**src/rtl/frame_compositor.sv**
```systemverilog
// frame_compositor: VGA timing generator and fixed-priority layer merger.
// Generates row/col for the layer generators, samples their colours once per pixel and drives
// registered RGB with aligned active-low hs/vs. Counter widths assume totals up to 1024.
// Optional macro COMPOSITOR_HIT_EN adds the sticky dino/obstacle overlap flag (hit).
module frame_compositor #(
  parameter int unsigned H_ACTIVE    = 640,
  parameter int unsigned H_FP        = 16,
  parameter int unsigned H_SYNC      = 96,
  parameter int unsigned H_BP        = 48,
  parameter int unsigned V_ACTIVE    = 480,
  parameter int unsigned V_FP        = 10,
  parameter int unsigned V_SYNC      = 2,
  parameter int unsigned V_BP        = 33,
  parameter int unsigned PIX_DIV     = 4,
  parameter logic [11:0] TRANSPARENT = 12'hfff,
  parameter logic [11:0] BG_COLOR    = 12'hfff
) (
  input  logic        Clk,
  input  logic        rst,
  output logic [8:0]  row,
  output logic [9:0]  col,
  input  logic [11:0] horizon_px,
  input  logic [11:0] obst_px,
  input  logic [11:0] dino_px,
  input  logic        hit_clr,
  output logic        hit,
  output logic        frame_tick,
  output logic        hs,
  output logic        vs,
  output logic [3:0]  r,
  output logic [3:0]  g,
  output logic [3:0]  b
);

  localparam int unsigned H_TOTAL = H_ACTIVE + H_FP + H_SYNC + H_BP;
  localparam int unsigned V_TOTAL = V_ACTIVE + V_FP + V_SYNC + V_BP;
  localparam int unsigned PW      = $clog2(PIX_DIV);

  localparam logic [PW-1:0] PH_LAST = PW'(PIX_DIV - 1);
  localparam logic [9:0] H_LAST     = 10'(H_TOTAL - 1);
  localparam logic [9:0] V_LAST     = 10'(V_TOTAL - 1);
  localparam logic [9:0] H_ACT      = 10'(H_ACTIVE);
  localparam logic [9:0] V_ACT      = 10'(V_ACTIVE);
  localparam logic [9:0] V_ACT_LAST = 10'(V_ACTIVE - 1);
  localparam logic [9:0] HS_START   = 10'(H_ACTIVE + H_FP);
  localparam logic [9:0] HS_END     = 10'(H_ACTIVE + H_FP + H_SYNC);
  localparam logic [9:0] VS_START   = 10'(V_ACTIVE + V_FP);
  localparam logic [9:0] VS_END     = 10'(V_ACTIVE + V_FP + V_SYNC);

  logic [PW-1:0] r_phase;
  logic [9:0]    r_hcnt, r_vcnt;
  logic [9:0]    w_hcnt_nxt, w_vcnt_nxt;
  logic [8:0]    r_row;
  logic [9:0]    r_col;
  logic [11:0]   r_rgb;
  logic          r_hs, r_vs, r_frame_tick;
  logic          w_pe, w_active, w_overlap;
  logic [11:0]   w_px;

  // Pixel enable: last Clk of each pixel period.
  always_comb w_pe = (r_phase == PH_LAST);

  // Next raster position; only consumed on pe.
  always_comb begin
    w_hcnt_nxt = r_hcnt + 10'd1;
    w_vcnt_nxt = r_vcnt;
    if (r_hcnt == H_LAST) begin
      w_hcnt_nxt = '0;
      w_vcnt_nxt = (r_vcnt == V_LAST) ? '0 : r_vcnt + 10'd1;
    end
  end

  // Compose the pixel that is ending (current counters) by layer priority.
  always_comb begin
    w_active  = (r_hcnt < H_ACT) && (r_vcnt < V_ACT);
    w_overlap = w_active && (dino_px != TRANSPARENT) && (obst_px != TRANSPARENT);
    if (dino_px != TRANSPARENT)         w_px = dino_px;
    else if (obst_px != TRANSPARENT)    w_px = obst_px;
    else if (horizon_px != TRANSPARENT) w_px = horizon_px;
    else                                w_px = BG_COLOR;
  end

  // Clock divider phase.
  always_ff @(posedge Clk or negedge rst) begin
    if (!rst)      r_phase <= '0;
    else if (w_pe) r_phase <= '0;
    else           r_phase <= r_phase + PW'(1);
  end

  // Raster counters and the row/col presented to the layer generators.
  always_ff @(posedge Clk or negedge rst) begin
    if (!rst) begin
      r_hcnt <= '0;
      r_vcnt <= '0;
      r_row  <= '0;
      r_col  <= '0;
    end else if (w_pe) begin
      r_hcnt <= w_hcnt_nxt;
      r_vcnt <= w_vcnt_nxt;
      r_col  <= (w_hcnt_nxt < H_ACT) ? w_hcnt_nxt : 10'h3ff;
      r_row  <= (w_vcnt_nxt < V_ACT) ? w_vcnt_nxt[8:0] : 9'h1ff;
    end
  end

  // Colour and sync outputs, one pixel behind row/col so all five stay aligned.
  always_ff @(posedge Clk or negedge rst) begin
    if (!rst) begin
      r_rgb        <= '0;
      r_hs         <= 1'b1;
      r_vs         <= 1'b1;
      r_frame_tick <= 1'b0;
    end else begin
      r_frame_tick <= w_pe && (r_hcnt == H_LAST) && (r_vcnt == V_ACT_LAST);
      if (w_pe) begin
        r_rgb <= w_active ? w_px : 12'h000;
        r_hs  <= !((r_hcnt >= HS_START) && (r_hcnt < HS_END));
        r_vs  <= !((r_vcnt >= VS_START) && (r_vcnt < VS_END));
      end
    end
  end

`ifdef COMPOSITOR_HIT_EN
  logic r_hit;

  // Sticky overlap flag; a new overlap beats a simultaneous clear.
  always_ff @(posedge Clk or negedge rst) begin
    if (!rst)                   r_hit <= 1'b0;
    else if (w_pe && w_overlap) r_hit <= 1'b1;
    else if (hit_clr)           r_hit <= 1'b0;
  end

  assign hit = r_hit;
`else
  logic w_unused;
  assign w_unused = hit_clr ^ w_overlap;
  assign hit      = 1'b0;
`endif

  assign row        = r_row;
  assign col        = r_col;
  assign hs         = r_hs;
  assign vs         = r_vs;
  assign frame_tick = r_frame_tick;
  assign r          = r_rgb[11:8];
  assign g          = r_rgb[7:4];
  assign b          = r_rgb[3:0];

endmodule

```
**config.mk**
```make
export PLATFORM = sky130hd
export DESIGN_NAME = frame_compositor
export DESIGN_NICKNAME = d
export VERILOG_FILES = /design/src/rtl/frame_compositor.sv
export SDC_FILE = /design/constraint.sdc
export NUM_CORES = 1
export LEC_CHECK = 0
export CORE_MARGIN = 8
export CORE_UTILIZATION = 40
export DETAILED_ROUTE_END_ITERATION = 6
export PLACE_DENSITY = 0.67
export SYNTH_ARGS = -nofsm -noshare
export SYNTH_HDL_FRONTEND = slang
export SYNTH_SLANG_ARGS = --single-unit
```
**constraint.sdc**
```tcl
create_clock -name Clk -period 2.2 [get_ports Clk]
set_input_delay 0.33 -clock Clk [delete_from_list [all_inputs] [get_ports Clk]]
set_output_delay 0.33 -clock Clk [all_outputs]
set_load 0.005 [all_outputs]
```
==> flow_summary_export.csv <==
group,metric,value,unit
timing,final_period_minus_worst_setup_slack,2.14,ns
detailed_routing,wire_per_inst,16.0,microns
critical_path,worst-path-max-fanout,8,
synthesis,synth_seq_cells,56,
power,vdd_drop_max,0.234,mV
outcome,failing_checks,"hold timing",
cells_and_area,multi_input_comb_area,0.00153,sq mm
critical_path,crit_path_end_kind,"register",
detailed_routing,wl,8170,microns
cells_and_area,layout-area-overhead-vs-synth,37.9,%
clock_tree,htree_num_levels,2,
cells_and_area,finish.net_count,453,
critical_path,worst_path_class_setup,"register to register",
die,die_area,0.0106,sq mm
place,detailedPlace.worstSlack,-0.0623,ns
timing,timing.hold.ws,-0.00595,ns
die,core_area,0.00729,sq mm
critical_path,worstSetupStartpoint,"r_vcnt[1]",
timing,final_ws_setup,0.0637,ns
detailed_routing,detailroute.via_count,2784,
timing,setup_viol_count_final,0,
detailed_routing,drtPass1Iterations,4,
detailed_routing,drt-initial-drc-count,108,
timing,slew_viol_final,0,
clock_tree,clk_pin_slew,0.10,ns
die,initial_core_utilization,0.416,
place,postPlaceCellArea,0.00405,sq mm
synthesis,synth.distinct_cells,61,
critical_path,r2r_start,"r_vcnt[1]",
global_routing,first_pass_grt_wire_length,13600,microns
outcome,run_status,"complete, but fails checks",
global_routing,grt_use_total,0.158,
cells_and_area,final_design_area_no_fill,0.00418,sq mm
synthesis,synthArstFlopShare,1.00,
critical_path,worst_ep_required_time,2.39,ns
run,drv_cap,0,
cells_and_area,layout-drive-gt1-share,0.149,
die,io_pins,74,
detailed_routing,final_antenna_net_count,0,
synthesis,synth.yosys.warnings,0,
synthesis,netlist_area,0.00303,sq mm
clock_tree,worst_skew_pair.late_latency,0.31,ns
place,gp_congestion,0.858,
timing,timing.max_slew.rel_slack,0.512,
min_path,holdCritPathClass,"input pin to asynchronous set/reset pin",
global_routing,grt_remaining_overflow,0,
critical_path,critPathMaxStageDelay,0.43,ns
timing,finalClockSkew,0.00652,ns
synthesis,post_synth_inst_count,316,
global_routing,pin_count_of_the_biggest_net_entering_global_routing,57,
clock_tree,cts_tree,"done",
die,die_h,103,microns
critical_path,slowest_cp_cell,"nor4_4",
synthesis,ys_seq_area_frac,0.463,
global_routing,antenna_found_initial,0,
die,placement_rows,31,
critical_path,crit_arrival,2.32,ns
critical_path,timing.critical_path.cells,"buf_4 > nand3_1 > nor4_4 > a21boi_0 > a311oi_4 > buf_4 > a31oi_1",
timing,layout_worst_path_cycle_share,0.971,
power,power.leakage,1.69,nW
clock_tree,cts_buffer_depth,2,
global_routing,grt_pass1_vias,2846,
place,hpwlAfterDp,6200,microns
clock_tree,cts-buffers-inserted,5,
place,buffer_ports.inserted,71,
detailed_routing,post-route-drc-count,0,
synthesis,synth-edff-count,0,
timing,final-hold-violation-count,8,
cells_and_area,register_area,0.00140,sq mm
synthesis,postSynthAreaPerCell,9.59,sq um
die,dieWidth,103,microns
cells_and_area,n_antenna_cell,0,
critical_path,start_kind,"register",
detailed_routing,vias_per_cell,5.47,
timing,max_freq,0.468,GHz
timing,tightest_slew,0.729,ns
cells_and_area,fill_cells,689,
synthesis,syn_nets,360,
critical_path,critical_path.most_common_cell,"buf_4",
power,pwr_dens,426,mW/mm^2
clock_tree,numClockSinks,56,
clock_tree,root_buffer,"clkbuf_8",
synthesis,dominantRegCellSynth,"dfrtp_1",
-- layer usage --
metal  up-vias  wire length, microns  GRT usage
li1       1350                     -          -
met1      1370                  3460      0.190
met2        55                  4300      0.276
met3         9                   299     0.0304
met4         0                   108     0.0545
met5         -                     0          0
-- worst max-delay path, delay by kind of cell, from the launching register on --
family,cells,cell delay [ns]
AOI/OAI and AO/OA,3,0.68
and+or+nand+nor,2,0.57
buffers and inverters,2,0.37
DFF,1,0.40
-- power by group --
part / internal (W) / switching, W
logic: 0.0000913 / 0.0000506
registers: 0.00104 / 0.00000617
clock network: 0.000258 / 0.000335
total: 0.00139 / 0.000392
-- cell type report --
cell class,count,area share
inverters,13,0.0117
clock inverters,2,0.00329
well taps,99,0.0296
multi-input cells,227,0.365
repair buffers,106,0.235
clock buffers,6,0.0197
flip-flops and latches,56,0.336
-- stage by stage --
step | power (W) | TNS (ns) | utilization | instances | hold WS [ns]
6_report | 0.00178 | 0 | 0.573 | 509 | -0.00595
5_1_grt | 0.00186 | -0.0142 | 0.573 | 509 | 0.0154
4_1_cts | 0.00181 | 0 | 0.569 | 509 | 0.00737
3_5_place_dp | 0.00121 | -0.185 | 0.556 | 501 | 0.354
3_3_place_gp | 0.00121 | -0.0509 | 0.556 | 501 | 0.353
2_1_floorplan | 0.00109 | 0 | - | 316 | 0.0344
-- path summary, 6_finish.rpt --
kind                               to  slack (ns)  cells after the start
max reg2reg                    row[2]        0.06                      7
min                         r_vcnt[0]      -0.006                      2
max in group asynchronous          hs        1.90                      2
min reg2reg                r_phase[0]        0.43                      1
min in group Clk           r_phase[0]        0.43                      1
max                            row[2]        0.06                      7
-- state kept, by name, indices dropped and copies added (netlist names) --
signal	count
vs	1
r_vcnt	10
hs	1
col	10
row	9
r_hcnt	10
frame_tick	1
r_rgb	12
r_phase	2
-- Yosys cell counts (all sizes together) (2+ instances only) --
| library cell | count | area (sq um) |
|---|---|---|
| clkbuf | 13 | 50.0 |
| dfrtp | 54 | 1350 |
| ha | 5 | 62.6 |
| a22oi | 10 | 75.1 |
| buf | 7 | 35.0 |
| a21oi | 3 | 15.0 |
| a31oi | 7 | 43.8 |
| nor4b | 2 | 17.5 |
| dfstp | 2 | 52.6 |
| nand2 | 28 | 105 |
| nand3b | 2 | 18.8 |
| o21a | 3 | 22.5 |
| xor2 | 7 | 61.3 |
| o41ai | 2 | 17.5 |
| a21o | 2 | 15.0 |
| nand4 | 14 | 109 |
| mux2i | 2 | 20.0 |
| or4 | 3 | 22.5 |
| o211ai | 2 | 15.0 |
| o21ai | 44 | 224 |
| o221ai | 3 | 32.5 |
| o31ai | 4 | 30.0 |
| inv | 12 | 45.0 |
| nand3 | 11 | 55.1 |
| and4 | 3 | 27.5 |
| and2 | 4 | 25.0 |
| xnor2 | 10 | 87.6 |
| o2bb2ai | 3 | 26.3 |
| nor3 | 4 | 20.0 |
| and3 | 8 | 51.3 |
| o22ai | 5 | 31.3 |
| nor4 | 7 | 80.1 |
| nor2 | 16 | 60.1 |
-- layout by cell type, fill, tap and decap left out, types with 4 or more instances in the layout --
master / netlist / layout
and3_1: 7 / 7
o22ai_1: 5 / 5
nand3_1: 11 / 11
o21ai_1: 6 / 6
ha_1: 5 / 4
a22oi_1: 10 / 10
nor3_1: 4 / 4
xor2_1: 7 / 6
clkdlybuf4s50_1: 0 / 70
nor4_1: 4 / 4
nor2_1: 16 / 16
inv_1: 12 / 12
nand2_1: 28 / 28
xnor2_1: 10 / 10
clkbuf_8: 0 / 6
buf_4: 1 / 34
a31oi_1: 7 / 7
o31ai_1: 4 / 4
o21ai_0: 37 / 37
dfrtp_1: 54 / 54
nand4_1: 12 / 12
-- cells by family after synthesis --
logic type,Yosys count,share of synthesized area
mux,2,0.00660
flops,56,0.463
simple gates,108,0.211
compound gates,94,0.204
buf+inv,33,0.0442
xor+xnor,17,0.0491
other cells,1,0.00124
fa+ha+maj,5,0.0206
-- repair_timing --
| action | in CTS | in global routing |
|---|---|---|
| hold buffers | 0 | 0 |
| setup buffers | 0 | 0 |
| endpoints found under the setup margin | 0 | 9 |
| gates resized for setup | 0 | 5 |
No activity file was read; power rests on OpenSTA's default activity.
